--- config.mk ---
export PLATFORM = sky130hd
export DESIGN_NAME = pocket_event_arbiter
export DESIGN_NICKNAME = d
export VERILOG_FILES = /design/src/rtl/billiard_pkg.sv /design/src/rtl/rr_arbiter.sv /design/src/rtl/pocket_event_arbiter.sv
export SDC_FILE = /design/constraint.sdc
export NUM_CORES = 1
export LEC_CHECK = 0
export ABC_AREA = 1
export CORE_ASPECT_RATIO = 0.75
export CORE_MARGIN = 3
export CORE_UTILIZATION = 30
export DETAILED_ROUTE_END_ITERATION = 16
export SLEW_MARGIN = 20
export SYNTH_ARGS = -nofsm -noshare
export SYNTH_HDL_FRONTEND = slang
export SYNTH_SLANG_ARGS = --single-unit
--- constraint.sdc ---
create_clock -name clk -period 4.3 [get_ports clk]
set_clock_uncertainty 0.1 [all_clocks]
set_input_delay 0.86 -clock clk [delete_from_list [all_inputs] [get_ports clk]]
set_output_delay 0.86 -clock clk [all_outputs]
set_load 0.02 [all_outputs]
--- src/rtl/billiard_pkg.sv ---
// Shared billiard types and constants: index widths, transparency code,
// arbiter FSM states and the event payload.
package billiard_pkg;

    localparam int unsigned NUM_BALLS_MAX   = 16;
    localparam int unsigned NUM_POCKETS_MAX = 8;
    localparam int unsigned BALL_IDX_W      = 4;
    localparam int unsigned POCKET_IDX_W    = 3;

    localparam logic [7:0] TRANSPARENT_ENCODING = 8'hFF;

    typedef enum logic [1:0] {
        IDLE    = 2'd0,
        PICK    = 2'd1,
        PRESENT = 2'd2
    } arb_state_t;

    typedef struct packed {
        logic [BALL_IDX_W-1:0]   ball;
        logic [POCKET_IDX_W-1:0] pocket;
    } pocket_event_t;

endpackage

--- src/rtl/rr_arbiter.sv ---
// Combinational round-robin pick: first set request strictly after last_grant,
// wrapping at NUM_BALLS.
module rr_arbiter
    import billiard_pkg::*;
#(
    parameter int unsigned NUM_BALLS = 16
) (
    input  logic [NUM_BALLS-1:0]  req,
    input  logic [BALL_IDX_W-1:0] last_grant,
    output logic [BALL_IDX_W-1:0] grant_idx,
    output logic                  grant_valid
);

    int unsigned           idx;
    logic [BALL_IDX_W-1:0] idx_w;

    // Scan farthest offset first so the nearest requester overwrites the result.
    always_comb begin
        grant_idx   = '0;
        grant_valid = 1'b0;
        idx         = 0;
        idx_w       = '0;
        for (int unsigned off = NUM_BALLS; off != 0; off--) begin
            idx = 32'(last_grant) + off;
            if (idx >= NUM_BALLS) begin
                idx = idx - NUM_BALLS;
            end
            idx_w = BALL_IDX_W'(idx);
            if (req[idx_w]) begin
                grant_idx   = idx_w;
                grant_valid = 1'b1;
            end
        end
    end

endmodule

--- src/rtl/pocket_event_arbiter.sv ---
// Captures ball/pocket overlaps per frame, queues them at the frame boundary and
// hands them to game logic one event at a time in round-robin order.
module pocket_event_arbiter
    import billiard_pkg::*;
#(
    parameter int unsigned NUM_BALLS   = 16,
    parameter int unsigned NUM_POCKETS = 6
) (
    input  logic                    clk,
    input  logic                    resetN,
    input  logic                    startOfFrame,
    input  logic                    newGame,
    input  logic [NUM_POCKETS-1:0]  drawingRequestHole,
    input  logic [NUM_BALLS-1:0]    drawingRequestBall,
    input  logic                    event_ready,
    output logic                    event_valid,
    output logic [BALL_IDX_W-1:0]   event_ball,
    output logic [POCKET_IDX_W-1:0] event_pocket,
    output logic [NUM_BALLS-1:0]    pocketed_mask
);

    localparam logic [BALL_IDX_W-1:0] LAST_GRANT_RST = BALL_IDX_W'(NUM_BALLS - 1);

    arb_state_t state_q, state_d;

    logic [NUM_BALLS-1:0]                   pending_q, pending_d;
    logic [NUM_BALLS-1:0]                   queue_q, queue_d;
    logic [NUM_BALLS-1:0]                   mask_q, mask_d;
    logic [NUM_BALLS-1:0][POCKET_IDX_W-1:0] pend_pocket_q, pend_pocket_d;
    logic [NUM_BALLS-1:0][POCKET_IDX_W-1:0] queue_pocket_q, queue_pocket_d;
    logic [BALL_IDX_W-1:0]                  last_grant_q, last_grant_d;
    logic                                   valid_q, valid_d;
    pocket_event_t                          event_q, event_d;

    logic [POCKET_IDX_W-1:0] hole_idx_c;
    logic                    hole_any_c;
    logic [NUM_BALLS-1:0]    hit_c;
    logic [NUM_BALLS-1:0]    sof_pending_c;
    logic                    handshake_c;
    logic [BALL_IDX_W-1:0]   grant_idx_c;
    logic                    grant_valid_c;

    rr_arbiter #(
        .NUM_BALLS (NUM_BALLS)
    ) u_rr_arbiter (
        .req         (queue_q),
        .last_grant  (last_grant_q),
        .grant_idx   (grant_idx_c),
        .grant_valid (grant_valid_c)
    );

    // Lowest asserted hole wins when several overlap the same pixel.
    always_comb begin
        hole_idx_c = '0;
        for (int i = int'(NUM_POCKETS) - 1; i >= 0; i--) begin
            if (drawingRequestHole[i]) begin
                hole_idx_c = POCKET_IDX_W'(i);
            end
        end
    end

    // Balls moving into the queue this cycle must not re-arm pending.
    assign hole_any_c    = |drawingRequestHole;
    assign sof_pending_c = startOfFrame ? pending_q : '0;
    assign hit_c         = drawingRequestBall & {NUM_BALLS{hole_any_c}}
                         & ~mask_q & ~queue_q & ~sof_pending_c;
    assign handshake_c   = (state_q == PRESENT) && event_ready;

    always_comb begin
        pending_d      = startOfFrame ? hit_c : (pending_q | hit_c);
        pend_pocket_d  = pend_pocket_q;
        queue_pocket_d = queue_pocket_q;
        for (int b = 0; b < int'(NUM_BALLS); b++) begin
            if (hit_c[b] && (startOfFrame || !pending_q[b])) begin
                pend_pocket_d[b] = hole_idx_c;
            end
            if (sof_pending_c[b]) begin
                queue_pocket_d[b] = pend_pocket_q[b];
            end
        end
        if (newGame) begin
            pending_d = '0;
        end
    end

    always_comb begin
        state_d      = state_q;
        valid_d      = valid_q;
        event_d      = event_q;
        mask_d       = mask_q;
        last_grant_d = last_grant_q;
        queue_d      = queue_q;
        if (handshake_c) begin
            queue_d[event_q.ball] = 1'b0;
        end
        queue_d = queue_d | sof_pending_c;

        case (state_q)
            IDLE: begin
                if (queue_q != '0) begin
                    state_d = PICK;
                end
            end
            PICK: begin
                if (grant_valid_c) begin
                    valid_d        = 1'b1;
                    event_d.ball   = grant_idx_c;
                    event_d.pocket = queue_pocket_q[grant_idx_c];
                    state_d        = PRESENT;
                end else begin
                    state_d = IDLE;
                end
            end
            PRESENT: begin
                if (event_ready) begin
                    valid_d              = 1'b0;
                    mask_d[event_q.ball] = 1'b1;
                    last_grant_d         = event_q.ball;
                    state_d              = (queue_d != '0) ? PICK : IDLE;
                end
            end
            default: begin
                state_d = IDLE;
            end
        endcase

        if (newGame) begin
            state_d      = IDLE;
            valid_d      = 1'b0;
            event_d      = '0;
            mask_d       = '0;
            last_grant_d = LAST_GRANT_RST;
            queue_d      = '0;
        end
    end

    always_ff @(posedge clk or negedge resetN) begin
        if (!resetN) begin
            state_q <= IDLE;
        end else begin
            state_q <= state_d;
        end
    end

    always_ff @(posedge clk or negedge resetN) begin
        if (!resetN) begin
            pending_q      <= '0;
            queue_q        <= '0;
            mask_q         <= '0;
            pend_pocket_q  <= '0;
            queue_pocket_q <= '0;
            last_grant_q   <= LAST_GRANT_RST;
            valid_q        <= 1'b0;
            event_q        <= '0;
        end else begin
            pending_q      <= pending_d;
            queue_q        <= queue_d;
            mask_q         <= mask_d;
            pend_pocket_q  <= pend_pocket_d;
            queue_pocket_q <= queue_pocket_d;
            last_grant_q   <= last_grant_d;
            valid_q        <= valid_d;
            event_q        <= event_d;
        end
    end

    assign event_valid   = valid_q;
    assign event_ball    = event_q.ball;
    assign event_pocket  = event_q.pocket;
    assign pocketed_mask = mask_q;

endmodule
* Word-level counts from Yosys, hierarchy flattened *
Index checks and enable logic that the tools add are counted.
W data, S select, Z words.

cells by class
  add/sub/neg operators = 32
  multiplexer cells = 114
  reductions and logical operators = 63
  bitwise operators = 12
  $lt $le $gt $ge = 35
  equal/unequal tests = 5

operators by type and width
  operator               count
  $mux W4                35
  $mux W16               8
  $lt A4 B5 Y1 const B   18
  $and A16 B16 Y16       5
  $ge A5 B5 Y1 const B   15
  $bmux W1 S4            16
  $not A16 Y16           4
  $sub A4 B1 Y4 const B  16
  $or A16 B16 Y16        3
  $add A4 B4 Y5 const B  8
  $mux W1                37
  $reduce_bool A16 Y1    2
  $mux W3                7
  $mux W7                3
  $add A4 B3 Y5 const B  4
  $logic_and A1 B1 Y1    18
  $logic_not A1 Y1       16
  $logic_or A1 B1 Y1     16
  $bmux W3 S4            1
  $add A4 B2 Y5 const B  2
  $ne A3 B3 Y1 const B   3
  $mux W2                4
  $reduce_bool A2 Y1     4
  $add A4 B5 Y6 const B  1
  other kinds (13)       15

storage, ports and cells
  word-level logic and storage cells = 301
  flip-flop bits (word level) = 158
  output and inout port bits = 24
  input port bits = 27

* Logic depth before layout (Yosys ltp) *
Gate-level depths: netlist of the first run.

  word-level depth = 26
  depth in mapped cells = 37

* Hierarchy *
Synthesis of the first run repeated with hierarchy kept, for this count alone.

unflattened totals
  cells, all modules = 1089
  area total of the unflattened synthesis = 8730.9 um2

modules (own cells, without submodules)
  module                cells an instance  times used  sequential area each (um2)  area an instance (um2)
  pocket_event_arbiter  738                1           3958.8                      7043.0
  rr_arbiter            351                1           0.0                         1687.9

* Worst setup path after synthesis of the first run *
No wires, ideal clock.

  kind = register to register
  start = register last_grant_q[0]
  end = register event_q (netlist bit event_pocket[2])
  setup slack = 0.768 ns
  required time = 4.082 ns
  arrival = 3.314 ns
  stages on the path, launching flop included = 37
  period minus slack after synthesis = 3.532 ns
  cells stage by stage = dfstp_2 -> inv_2 -> buf_6 -> clkbuf_1 -> ha_1 -> inv_1 -> buf_2 -> nand3_1 -> nand3_1 -> nand2_1 -> nand2_2 -> nand2_2 -> inv_2 -> nand2_2 -> nand2_1 -> nand2_1 -> nand2_1 -> nand2_1 -> nand2_1 -> nand2_1 -> nand2_1 -> nand2_1 -> nand2_1 -> nand2_1 -> nand2_1 -> nand2_1 -> nand2_2 -> nand2_4 -> nand2_4 -> buf_6 -> nand2_1 -> nand3_1 -> nand3_1 -> nand2_1 -> nand2_1 -> nand3_1 -> nand2_1

between the ends
  longest elaborated chain between the ends = 26
  elaborated cells between the ends (all ways) = 135
  classes of those cells = 32 x add/sub; 16 x order compare; 85 x mux; 2 x reduce/logical

RTL lines
  item                                                  RTL line                            RTL
  start, declared                                       pocket_event_arbiter.sv:31          logic [BALL_IDX_W-1:0] last_grant_q, last_grant_d;
  start signal, assigned                                pocket_event_arbiter.sv:161         last_grant_q <= last_grant_d;
  $add A4 B5 Y6                                         rr_arbiter.sv:24                    idx = 32'(last_grant) + off;
  $ge A6 B5 Y1 / $sub A4 B1 Y4 (equally long branches)  rr_arbiter.sv:25, rr_arbiter.sv:26
  $mux W4                                               rr_arbiter.sv:25                    if (idx >= NUM_BALLS) begin
  $bmux W1 S4                                           rr_arbiter.sv:29                    if (req[idx_w]) begin
  $mux W1 (not written as such)                         rr_arbiter.sv:29
  $mux W4 (16 in series)                                rr_arbiter.sv:29
  $bmux W3 S4                                           pocket_event_arbiter.sv:108         event_d.pocket = queue_pocket_q[grant_idx_c];
  $mux W3 (not written as such)                         pocket_event_arbiter.sv:108
  $mux W7                                               pocket_event_arbiter.sv:105         if (grant_valid_c) begin
  $mux W7                                               pocket_event_arbiter.sv:98          case (state_q)
  $mux W7                                               pocket_event_arbiter.sv:127         if (newGame) begin
  end signal, assigned                                  pocket_event_arbiter.sv:163         event_q <= event_d;
  end, declared                                         pocket_event_arbiter.sv:33          pocket_event_t event_q, event_d;

Parallel ways exist; a longest one is shown, timed or not. The select of a mux whose other input is x is not followed.
A chain may end at the register's enable or synchronous reset.

* Worst setup path in the final report of the first run *
  start = register last_grant_q[2]
  end = register event_q (netlist bit event_pocket[1])

The elaborated chain is that of the path after synthesis.

==> results of run 1 <==
routing by layer:
layer / vias up / share of wire
met5: - / 0
met4: 0 / 0.0073
met3: 16 / 0.084
met2: 301 / 0.40
met1: 3683 / 0.51
li1: 3796 / -
per-stage QoR:
| step | hold WS (ns) | worst slack (ns) | cell area [µm²] | power, W | instances |
|---|---|---|---|---|---|
| 4_1_cts | 0.3884 | 0.1104 | 10000 | 0.006942 | 1571 |
| 6_report | 0.3863 | 0.3377 | 10060 | 0.007037 | 1574 |
| 3_5_place_dp | 0.3728 | 0.1325 | 9369 | 0.005306 | 1539 |
| 3_3_place_gp | 0.3667 | 0.1284 | 9369 | 0.005308 | 1539 |
| 5_1_grt | 0.4021 | 0.006055 | 10060 | 0.007646 | 1574 |
| 2_1_floorplan | 0.3534 | 0.7685 | 8479 | 0.004526 | 1131 |
power by group:
group          leakage [nW]  internal (W)  switching [W]
Combinational          2.41       0.00112        0.00242
Clock                 0.315      0.000984       0.000641
Sequential             2.08       0.00170       0.000163
sequential cells by signal, indices dropped and copies added (netlist names):
register        flops
event_ball          4
event_pocket        3
event_valid         1
last_grant_q        4
pend_pocket_q      48
pending_q          16
pocketed_mask      16
queue_pocket_q     48
queue_q            16
state_q             2
logic make-up after synthesis:
family	Yosys count
flip-flops	158
XOR/XNOR	4
adder cells (fa/ha/maj)	7
buffers and inverters	182
AO/OA/AOI/OAI	204
AND/OR/NAND/NOR	576
layout make-up:
| cell class | instances | area (µm²) | share of cell area |
|---|---|---|---|
| multi-input cells | 791 | 3804 | 0.3781 |
| repair buffers | 64 | 614.3 | 0.06107 |
| flip-flops and latches | 158 | 3963 | 0.3939 |
| inverters | 151 | 573.1 | 0.05697 |
| well taps | 378 | 473.0 | 0.04702 |
| clock inverters | 11 | 152.6 | 0.01517 |
| clock buffers | 21 | 480.5 | 0.04776 |
synthesized netlist by cell type (all sizes together), types with 4 or more instances:
master  instances
a21oi          80
inv           151
clkbuf         16
nand3         141
a211oi         12
nand4          26
ha              7
or2            12
o21ai         100
buf            15
nor3            9
nor4            5
dfstp           4
nand2         334
dfrtp         154
nor2           48
repair_timing:
action / 4_1_cts / 5_1_grt
endpoints found under the setup margin: 0 / 3
setup buffers: 0 / 3
gates resized for setup: 0 / 5
hold endpoints to repair: 0 / 0
hold buffers: 0 / 0
how the worst min path moves through the flow:
stage / from / end / slack (ns) / cells past startpoint
global route: pend_pocket_q[47] / pend_pocket_q[47] / 0.40 / 2
detailed placement: pend_pocket_q[12] / queue_pocket_q[12] / 0.37 / 2
finish: pend_pocket_q[23] / queue_pocket_q[23] / 0.39 / 2
floorplan: pend_pocket_q[10] / pend_pocket_q[10] / 0.35 / 2
CTS: pend_pocket_q[12] / queue_pocket_q[12] / 0.39 / 2
global placement: pend_pocket_q[47] / pend_pocket_q[47] / 0.37 / 2
worst max-delay path: cells and delay by family, from the launching register on:
kind / cells / cell delay (ns)
adder cells (fa/ha/maj): 1 / 0.47
AND/OR/NAND/NOR: 23 / 1.74
AO/OA/AOI/OAI: 2 / 0.50
flip-flops: 1 / 0.74
buffers and inverters: 2 / 0.32
==> impl_results.md, run 1 <==
- Most common cell after layout, fill and taps aside: nand2_1
- DP HPWL: 19000 µm
- First-pass GRT wire length: 41610 µm
- Async SR Flop Fraction: 1.000
- Leakage: 4.803 nW
- Cell count of the worst reg-to-reg path: 28
- Main combinational cell family by area after synthesis: simple AND/OR/NAND/NOR gates
- Area Overhead vs Synth: 18.64%
- IO Count: 51
- Area of the die: 30340 µm²
- Max transition margin: 0.4334
- Final core utilization: 0.3673
- Flop2flop setup slack: 0.34 ns
- DR WL/cell: 16.64 µm
- Cells after Synth: 1131
- Initial Util: 0.3096
- RSZ-0062 raised after global routing: false
- First DRT Iteration DRCs: 968
- Final Wtd Congestion: 0.9391
- Crit Path Max Fanout: 13
- Die X: 200.1 µm
- Largest net degree at the start of global routing: 90
- Crit path largest cell delay: 0.74 ns
- Crit path DAT: 4.23 ns
- Top-area cell type share of the netlist area: 0.4545
- Commonest non-fill, non-tap cells in the layout: nand2_1, dfrtp_1, nand3_1, inv_1, o21ai_0
- Worst-Skew Late Latency: 0.43 ns
- Max cap viols: 0
- Initial antenna violation count: 0
- Vias in the first global route: 7204
- GR Layer Usage met1: 0.2782
- Die height: 151.6 µm
- Sequential cell area fraction in the yosys report: 0.4669
- PortBufs: 50
- Final Max Tran Viols: 0
- XOR/XNOR share of the synthesized area: 0.008116
- Gr ovfl total: 0
- Most used cell, CP: nand2_1
- Largest area contributor in the netlist: dfrtp_1
- Final hold vios: 0
- # DRC: 0
- Drt first pass iters: 5
- End point of the critical path: event_pocket[1]
- Max clock buf depth: 2
- Worst Path Required: 4.57 ns
- Worst Path Class, Setup: reg2reg
- Worst R2R End: event_pocket[1]
- Num Clock Sinks: 158
- F_max: 252.4 MHz
- Setup crit end kind: flip-flop
- Mean area per synthesized cell: 7.497 µm²
- Root Buffer: clkbuf_16
- CTS tree: built
- CTS buffer count: 17
- Final Critical Period: 3.962 ns
- GR peak layer: met1
- Routing usage on met3: 0.04676
- Core Area: 27390 µm²
- GR Util met2: 0.2412
- Net Count, Synth: 1165
- #FFs+latches synth: 158
- Vias per inst: 4.953
- Compound-Gate Fraction of Synth Area: 0.1291
- Actual slew at the worst max-slew pin: 0.8490 ns
- Nets: 1217
- Final Cycle Share: 0.9215
- Slowest-stage cell, CP: dfstp_4
- Worst setup SP type: flip-flop
- Setup_tns: 0 ns
- Netlist cell types: 35
- Post-Synth Adder-Cell Area: 0.01033
- Final setup fails: 0
- Routed Antenna Nets: 0
- Synth Area in Simple Gates: 0.2973
- Peak VDD IR: 0.3235 mV
- Largest cells by area after synthesis: dfrtp_1, nand2_1, nand3_1
- Worst hold path type: reg2reg
- Share of cells above drive strength 1: 0.07191
- Outcome: finished, final reports clean
- Worst-path clk slew: 0.07 ns
- Warnings, synthesis: 0
- # rows: 52
- Routed WL: 26190 µm
- Gr usage total: 0.1762
- CTS H-tree lvls: 4
- Fillers: 2829
- Mux contribution to synthesized area: 0
- Vias: 7796
- Pwr dens: 699.5 nW/µm²
- Start of the worst register-to-register path: last_grant_q[2]
- EDFF count, synth: 0
- Synth Cell Area: 8479 µm²
- Ys flop type: dfrtp_1
- Antenna cells: 0
- Worst Setup SP: last_grant_q[2]
(Power assumes the default switching activity.)
==> inputs of run 2 (changes only) <==
--- a/config.mk
+++ b/config.mk
@@ -9,6 +9,7 @@
 export CORE_ASPECT_RATIO = 0.75
 export CORE_MARGIN = 3
 export CORE_UTILIZATION = 30
+export CTS_BUF_LIST = sky130_fd_sc_hd__clkbuf_8
 export DETAILED_ROUTE_END_ITERATION = 16
 export SLEW_MARGIN = 20
 export SYNTH_ARGS = -nofsm -noshare
==> run 2 against run 1 <==
Effect of this change: register-to-register slack improved by 0.08 ns; sequential power about the same; routed wire length about the same; hold slack got worse by 0.036 ns; die area unchanged; flip-flop and latch count unchanged; via count about the same; utilization decreased by 0.63 points; combinational power increased by 2%; critical endpoint unchanged; largest cell class unchanged; largest power group unchanged.
==> impl_results.md, run 2 (synthesized netlist as in run 1, its figures left out) <==
- Drt first pass iters: 5 (unchanged)
- Worst-Skew Late Latency: 0.46 ns (was 0.43 ns)
- Final hold vios: 0 (unchanged)
- Worst Path Class, Setup: reg2reg (unchanged)
- # DRC: 0 (unchanged)
- RSZ-0062 raised after global routing: false (unchanged)
- Num Clock Sinks: 158 (unchanged)
- Family with the most delay on the worst path: simple AND/OR/NAND/NOR gates (unchanged)
- Root Buffer: clkbuf_8 (was clkbuf_16)
- First DRT Iteration DRCs: 923 (was 968)
- Vias per inst: 4.952 (was 4.953)
- Dpl cell area: 9369 µm² (unchanged)
- Final setup fails: 0 (unchanged)
- Worst setup SP type: flip-flop (unchanged)
- Leakage: 4.724 nW (was 4.803 nW)
- Antenna cells: 0 (unchanged)
- Core Area: 27390 µm² (unchanged)
- Final core utilization: 0.3610 (was 0.3673)
- Vias: 7799 (was 7796)
- PortBufs: 50 (unchanged)
- Crit path DAT: 4.14 ns (was 4.23 ns)
- Final Cycle Share: 0.9032 (was 0.9215)
- End point of the critical path: event_pocket[1] (unchanged)
- Final Wtd Congestion: 0.9391 (unchanged)
- Routed WL: 26180 µm (was 26190 µm)
- Peak VDD IR: 0.2847 mV (was 0.3235 mV)
- Nets: 1218 (was 1217)
- Commonest non-fill, non-tap cells in the layout: nand2_1, dfrtp_1, nand3_1 (was nand2_1, dfrtp_1, nand3_1, inv_1, o21ai_0)
- CTS buffer count: 17 (unchanged)
- Largest regs: pend_pocket_q x48, queue_pocket_q x48 (unchanged)
- Initial antenna violation count: 0 (unchanged)
- Area of the die: 30340 µm² (unchanged)
- Final Max Tran Viols: 0 (unchanged)
- DR WL/cell: 16.62 µm (was 16.64 µm)
- # rows: 52 (unchanged)
- Max clock buf depth: 2 (unchanged)
- Most common cell after layout, fill and taps aside: nand2_1 (unchanged)
- Crit path largest cell delay: 0.75 ns (was 0.74 ns)
- First-pass GRT wire length: 41270 µm (was 41610 µm)
- Layout Cells excl Fill: 1575 (was 1574)
- Buf/Inv on CP: 3 (was 2)
- Setup_tns: 0 ns (unchanged)
- Pwr dens: 680.9 nW/µm² (was 699.5 nW/µm²)
- Slowest-stage cell, CP: dfstp_4 (unchanged)
- Post-route cell area: 9888 µm² (was 10060 µm²)
- IO Count: 51 (unchanged)
- Gr ovfl total: 0 (unchanged)
- Most used cell, CP: nand2_1 (unchanged)
- Die X: 200.1 µm (unchanged)
- Max transition margin: 0.4405 (was 0.4334)
- Initial Util: 0.3096 (unchanged)
- Largest net degree at the start of global routing: 90 (unchanged)
- Hold Slack: 0.3507 ns (was 0.3863 ns)
- Setup crit end kind: flip-flop (unchanged)
- Die height: 151.6 µm (unchanged)
- Share of cells above drive strength 1: 0.07352 (was 0.07191)
- Worst-path clk slew: 0.09 ns (was 0.07 ns)
- Worst Path Required: 4.55 ns (was 4.57 ns)
- Outcome: finished, final reports clean (unchanged)
- F_max: 257.5 MHz (was 252.4 MHz)
- CTS tree: built (unchanged)
- Flop2flop setup slack: 0.42 ns (was 0.34 ns)
- Cell count of the worst reg-to-reg path: 29 (was 28)
- CTS H-tree lvls: 4 (unchanged)
- Gr usage total: 0.1750 (was 0.1762)
- # placed instances: 1539 (unchanged)
- Start of the worst register-to-register path: last_grant_q[2] (unchanged)
- Actual slew at the worst max-slew pin: 0.8392 ns (was 0.8490 ns)
- Max cap viols: 0 (unchanged)
- Vias in the first global route: 7171 (was 7204)
- CP Depth: 29 (was 28)
- Worst hold path type: in2async (was reg2reg)
- Routed Antenna Nets: 0 (unchanged)
- Worst R2R End: event_pocket[1] (unchanged)
- Crit Path Max Fanout: 12 (was 13)
- Worst Setup SP: last_grant_q[2] (unchanged)
- Area Overhead vs Synth: 16.61% (was 18.64%)
- DP HPWL: 19000 µm (unchanged)
- Final Critical Period: 3.884 ns (was 3.962 ns)
## run 2: cell types whose count changed in the layout (fill, tap and decap cells not counted), sizes merged
cell / previous run / this run
buf: 16 / 17
## run 2: what timing repair did
action,CTS,global route
resized for setup,0,6
setup buffers,0,4
setup endpoints to repair,0,4
hold buffers,0,0
## run 2: worst min-delay path by stage
stage,startpoint,endpoint,cells after the start
2_1_floorplan,pend_pocket_q[10],pend_pocket_q[10],2
3_3_place_gp,pend_pocket_q[47],pend_pocket_q[47],2
3_5_place_dp,pend_pocket_q[12],queue_pocket_q[12],2
4_1_cts,pend_pocket_q[47],pend_pocket_q[47],2
5_1_grt,pend_pocket_q[47],pend_pocket_q[47],2
6_report,resetN,queue_pocket_q[26],1
## run 2: cell type report
class	instances	area, µm²
fillers	2855	17500
inverters	151	573.1
clock buffers	21	289.0
clock inverters	11	152.6
flip-flops and latches	158	3963
repair buffers	65	634.4
multi-input cells	791	3804
well taps	378	473.0
## run 2: per-stage QoR
step	total power, W	setup WS (ns)
3_3_place_gp	0.005308	0.1284
4_1_cts	0.006554	0.09990
2_1_floorplan	0.004526	0.7685
6_report	0.006733	0.4164
5_1_grt	0.007320	0.02086
3_5_place_dp	0.005306	0.1325
## run 2: metal layers
metal	share of wire	up-vias	global-route usage
li1	-	3792	-
met1	0.50	3676	0.2714
met2	0.39	309	0.2406
met3	0.096	22	0.04933
met4	0.0093	0	0.03146
met5	0	-	0
## run 2: power by group
group | internal (W) | leakage (nW) | switching, W | total [W]
Combinational | 0.00118 | 2.41 | 0.00245 | 0.00363
Clock | 0.000644 | 0.228 | 0.000589 | 0.00123
Sequential | 0.00170 | 2.08 | 0.000165 | 0.00187
==> inputs of run 3 (changes only) <==
--- a/config.mk
+++ b/config.mk
@@ -11,6 +11,7 @@
 export CORE_UTILIZATION = 30
 export CTS_BUF_LIST = sky130_fd_sc_hd__clkbuf_8
 export DETAILED_ROUTE_END_ITERATION = 16
+export PLACE_DENSITY = 0.5
 export SLEW_MARGIN = 20
 export SYNTH_ARGS = -nofsm -noshare
 export SYNTH_HDL_FRONTEND = slang
==> run 3 against run 2 <==
Effect of this change: count of clock-buffer cells in the layout decreased by 2; cell area increased by 0.57%; power increased by 2.7%; utilization increased by 0.21 points; hold slack got worse by 0.055 ns; die area unchanged; via count increased by 0.22%; non-clock buffer count increased by 5; setup slack got worse by 0.017 ns; global-route usage increased by 0.98 points; first-iteration DRC count decreased by 3.0%; critical path type unchanged.
==> impl_results.md, run 3 (synthesized netlist as in run 1, its figures left out) <==
- CTS tree: built (unchanged)
- Multi-input logic area: 3825 µm² (was 3804 µm²)
- Area of the die: 30340 µm² (unchanged)
- Top layer in use: met4 (unchanged)
- Worst-Skew Late Latency: 0.47 ns (was 0.46 ns)
- CTS H-tree lvls: 4 (unchanged)
- Hold Slack: 0.2954 ns (was 0.3507 ns)
- Max clock buf depth: 2 (unchanged)
- IO Count: 51 (unchanged)
- Worst Path Class, Setup: reg2reg (unchanged)
- Vias: 7816 (was 7799)
- Largest regs: pend_pocket_q x48, queue_pocket_q x48 (unchanged)
- # DRC: 0 (unchanged)
- Final hold vios: 0 (unchanged)
- Final Max Tran Viols: 0 (unchanged)
- # placed instances: 1547 (was 1539)
- Vias per inst: 4.941 (was 4.952)
- RSZ-0062 raised after global routing: false (unchanged)
- WL met2: 10780 µm (was 10310 µm)
- Antenna cells: 0 (unchanged)
- Core Area: 27390 µm² (unchanged)
- Setup crit end kind: flip-flop (unchanged)
- Most used cell, CP: nand2_1 (unchanged)
- PortBufs: 50 (unchanged)
- Layout Cells excl Fill: 1582 (was 1575)
- Final Critical Period: 3.900 ns (was 3.884 ns)
- End point of the critical path: event_pocket[2] (was event_pocket[1])
- F_max: 256.4 MHz (was 257.5 MHz)
- Worst slack, placed: 0.1670 ns (was 0.1325 ns)
- Cell count of the worst reg-to-reg path: 30 (was 29)
- Slowest-stage cell, CP: dfstp_2 (was dfstp_4)
- Worst Path Required: 4.56 ns (was 4.55 ns)
- Final Wtd Congestion: 0.9733 (was 0.9391)
- Metal-1 WL: 14980 µm (was 13100 µm)
- Initial antenna violation count: 0 (unchanged)
- Hold-fix buffers, CTS: 0 (unchanged)
- Outcome: finished, final reports clean (unchanged)
- WL met3: 1886 µm (was 2519 µm)
- Worst R2R End: event_pocket[2] (was event_pocket[1])
- Gr usage total: 0.1847 (was 0.1750)
- Final setup fails: 0 (unchanged)
- Crit Path Max Fanout: 13 (was 12)
- Root Buffer: clkbuf_8 (unchanged)
- Worst Setup SP: last_grant_q[0] (was last_grant_q[2])
- Die X: 200.1 µm (unchanged)
- Peak VDD IR: 0.2595 mV (was 0.2847 mV)
- Crit path largest cell delay: 0.60 ns (was 0.75 ns)
- Pwr dens: 695.5 nW/µm² (was 680.9 nW/µm²)
- DR WL/cell: 17.59 µm (was 16.62 µm)
- Final WS setup: 0.3997 ns (was 0.4164 ns)
- Design Power: 0.006916 W (was 0.006733 W)
- Initial Util: 0.3096 (unchanged)
- Most common cell after layout, fill and taps aside: nand2_1 (unchanged)
- Die height: 151.6 µm (unchanged)
- Max cap viols: 0 (unchanged)
- First DRT Iteration DRCs: 895 (was 923)
- Fillers: 2927 (was 2855)
- Area Overhead vs Synth: 17.28% (was 16.61%)
- Drt first pass iters: 5 (unchanged)
- Largest net degree at the start of global routing: 73 (was 90)
- Vias in the first global route: 7201 (was 7171)
- # rows: 52 (unchanged)
- Leakage: 4.762 nW (was 4.724 nW)
- Commonest non-fill, non-tap cells in the layout: nand2_1, dfrtp_1, inv_1 (was nand2_1, dfrtp_1, nand3_1)
- Start of the worst register-to-register path: last_grant_q[0] (was last_grant_q[2])
- Max transition margin: 0.4138 (was 0.4405)
- DP HPWL: 20320 µm (was 19000 µm)
- Nets: 1225 (was 1218)
- Crit path DAT: 4.16 ns (was 4.14 ns)
- Worst-path clk slew: 0.09 ns (about the same)
- Routed WL: 27820 µm (was 26180 µm)
- Worst hold path type: in2async (unchanged)
- FF/Latch Area: 3959 µm² (was 3963 µm²)
- Routed Antenna Nets: 0 (unchanged)
- Setup_tns: 0 ns (unchanged)
- Gr ovfl total: 0 (unchanged)
- Final Cycle Share: 0.9070 (was 0.9032)
- First-pass GRT wire length: 43260 µm (was 41270 µm)
- Flop2flop setup slack: 0.40 ns (was 0.42 ns)
- Share of cells above drive strength 1: 0.07641 (was 0.07352)
- Num Clock Sinks: 158 (unchanged)
- Actual slew at the worst max-slew pin: 0.8783 ns (was 0.8392 ns)
- Worst setup SP type: flip-flop (unchanged)
- CTS buffer count: 17 (unchanged)
==> run 3: repair_timing <==
item | 4_1_cts | 5_1_grt
buffers inserted | 0 | 1
setup endpoints to repair | 0 | 3
gates resized for setup | 0 | 4
==> run 3: how the worst min path moves through the flow <==
| stage | cells after the start | end | slack, ns |
|---|---|---|---|
| finish | 1 | pend_pocket_q[24] | 0.30 |
| global placement | 2 | queue_pocket_q[9] | 0.37 |
| CTS | 1 | pend_pocket_q[24] | 0.31 |
| detailed placement | 2 | queue_pocket_q[31] | 0.37 |
| global route | 1 | pend_pocket_q[24] | 0.33 |
| floorplan | 2 | pend_pocket_q[10] | 0.35 |
==> run 3: where the power goes <==
| part | switching, W | internal, W |
|---|---|---|
| Clock | 0.000592 | 0.000725 |
| Sequential | 0.000161 | 0.00170 |
| Combinational | 0.00257 | 0.00116 |
| Total | 0.00333 | 0.00359 |
==> run 3: layer usage <==
metal / up-vias / GRT usage
li1: 3815 / -
met1: 3726 / 0.2999
met2: 260 / 0.2476
met3: 15 / 0.03993
met4: 0 / 0.03146
met5: - / 0
==> run 3: area by class of cell <==
| cell class | instances | share of cell area |
|---|---|---|
| flip-flops and latches | 158 | 0.3981 |
| multi-input cells | 793 | 0.3846 |
| repair buffers | 70 | 0.06505 |
| inverters | 151 | 0.05725 |
| well taps | 378 | 0.04756 |
| clock buffers | 19 | 0.02630 |
| clock inverters | 13 | 0.02114 |
==> run 3: stage by stage <==
stage | util | instance area, µm²
2_1_floorplan | - | 8479
3_3_place_gp | 0.3436 | 9413
3_5_place_dp | 0.3436 | 9413
4_1_cts | 0.3609 | 9884
5_1_grt | 0.3631 | 9945
6_report | 0.3631 | 9945
==> run 3: critical path, delay by kind of cell (launching register included) <==
kind / cells / cell delay (ns)
adder cells (fa/ha/maj): 1 / 0.30
buffers and inverters: 3 / 0.42
flip-flops: 1 / 0.60
AND/OR/NAND/NOR: 26 / 2.35
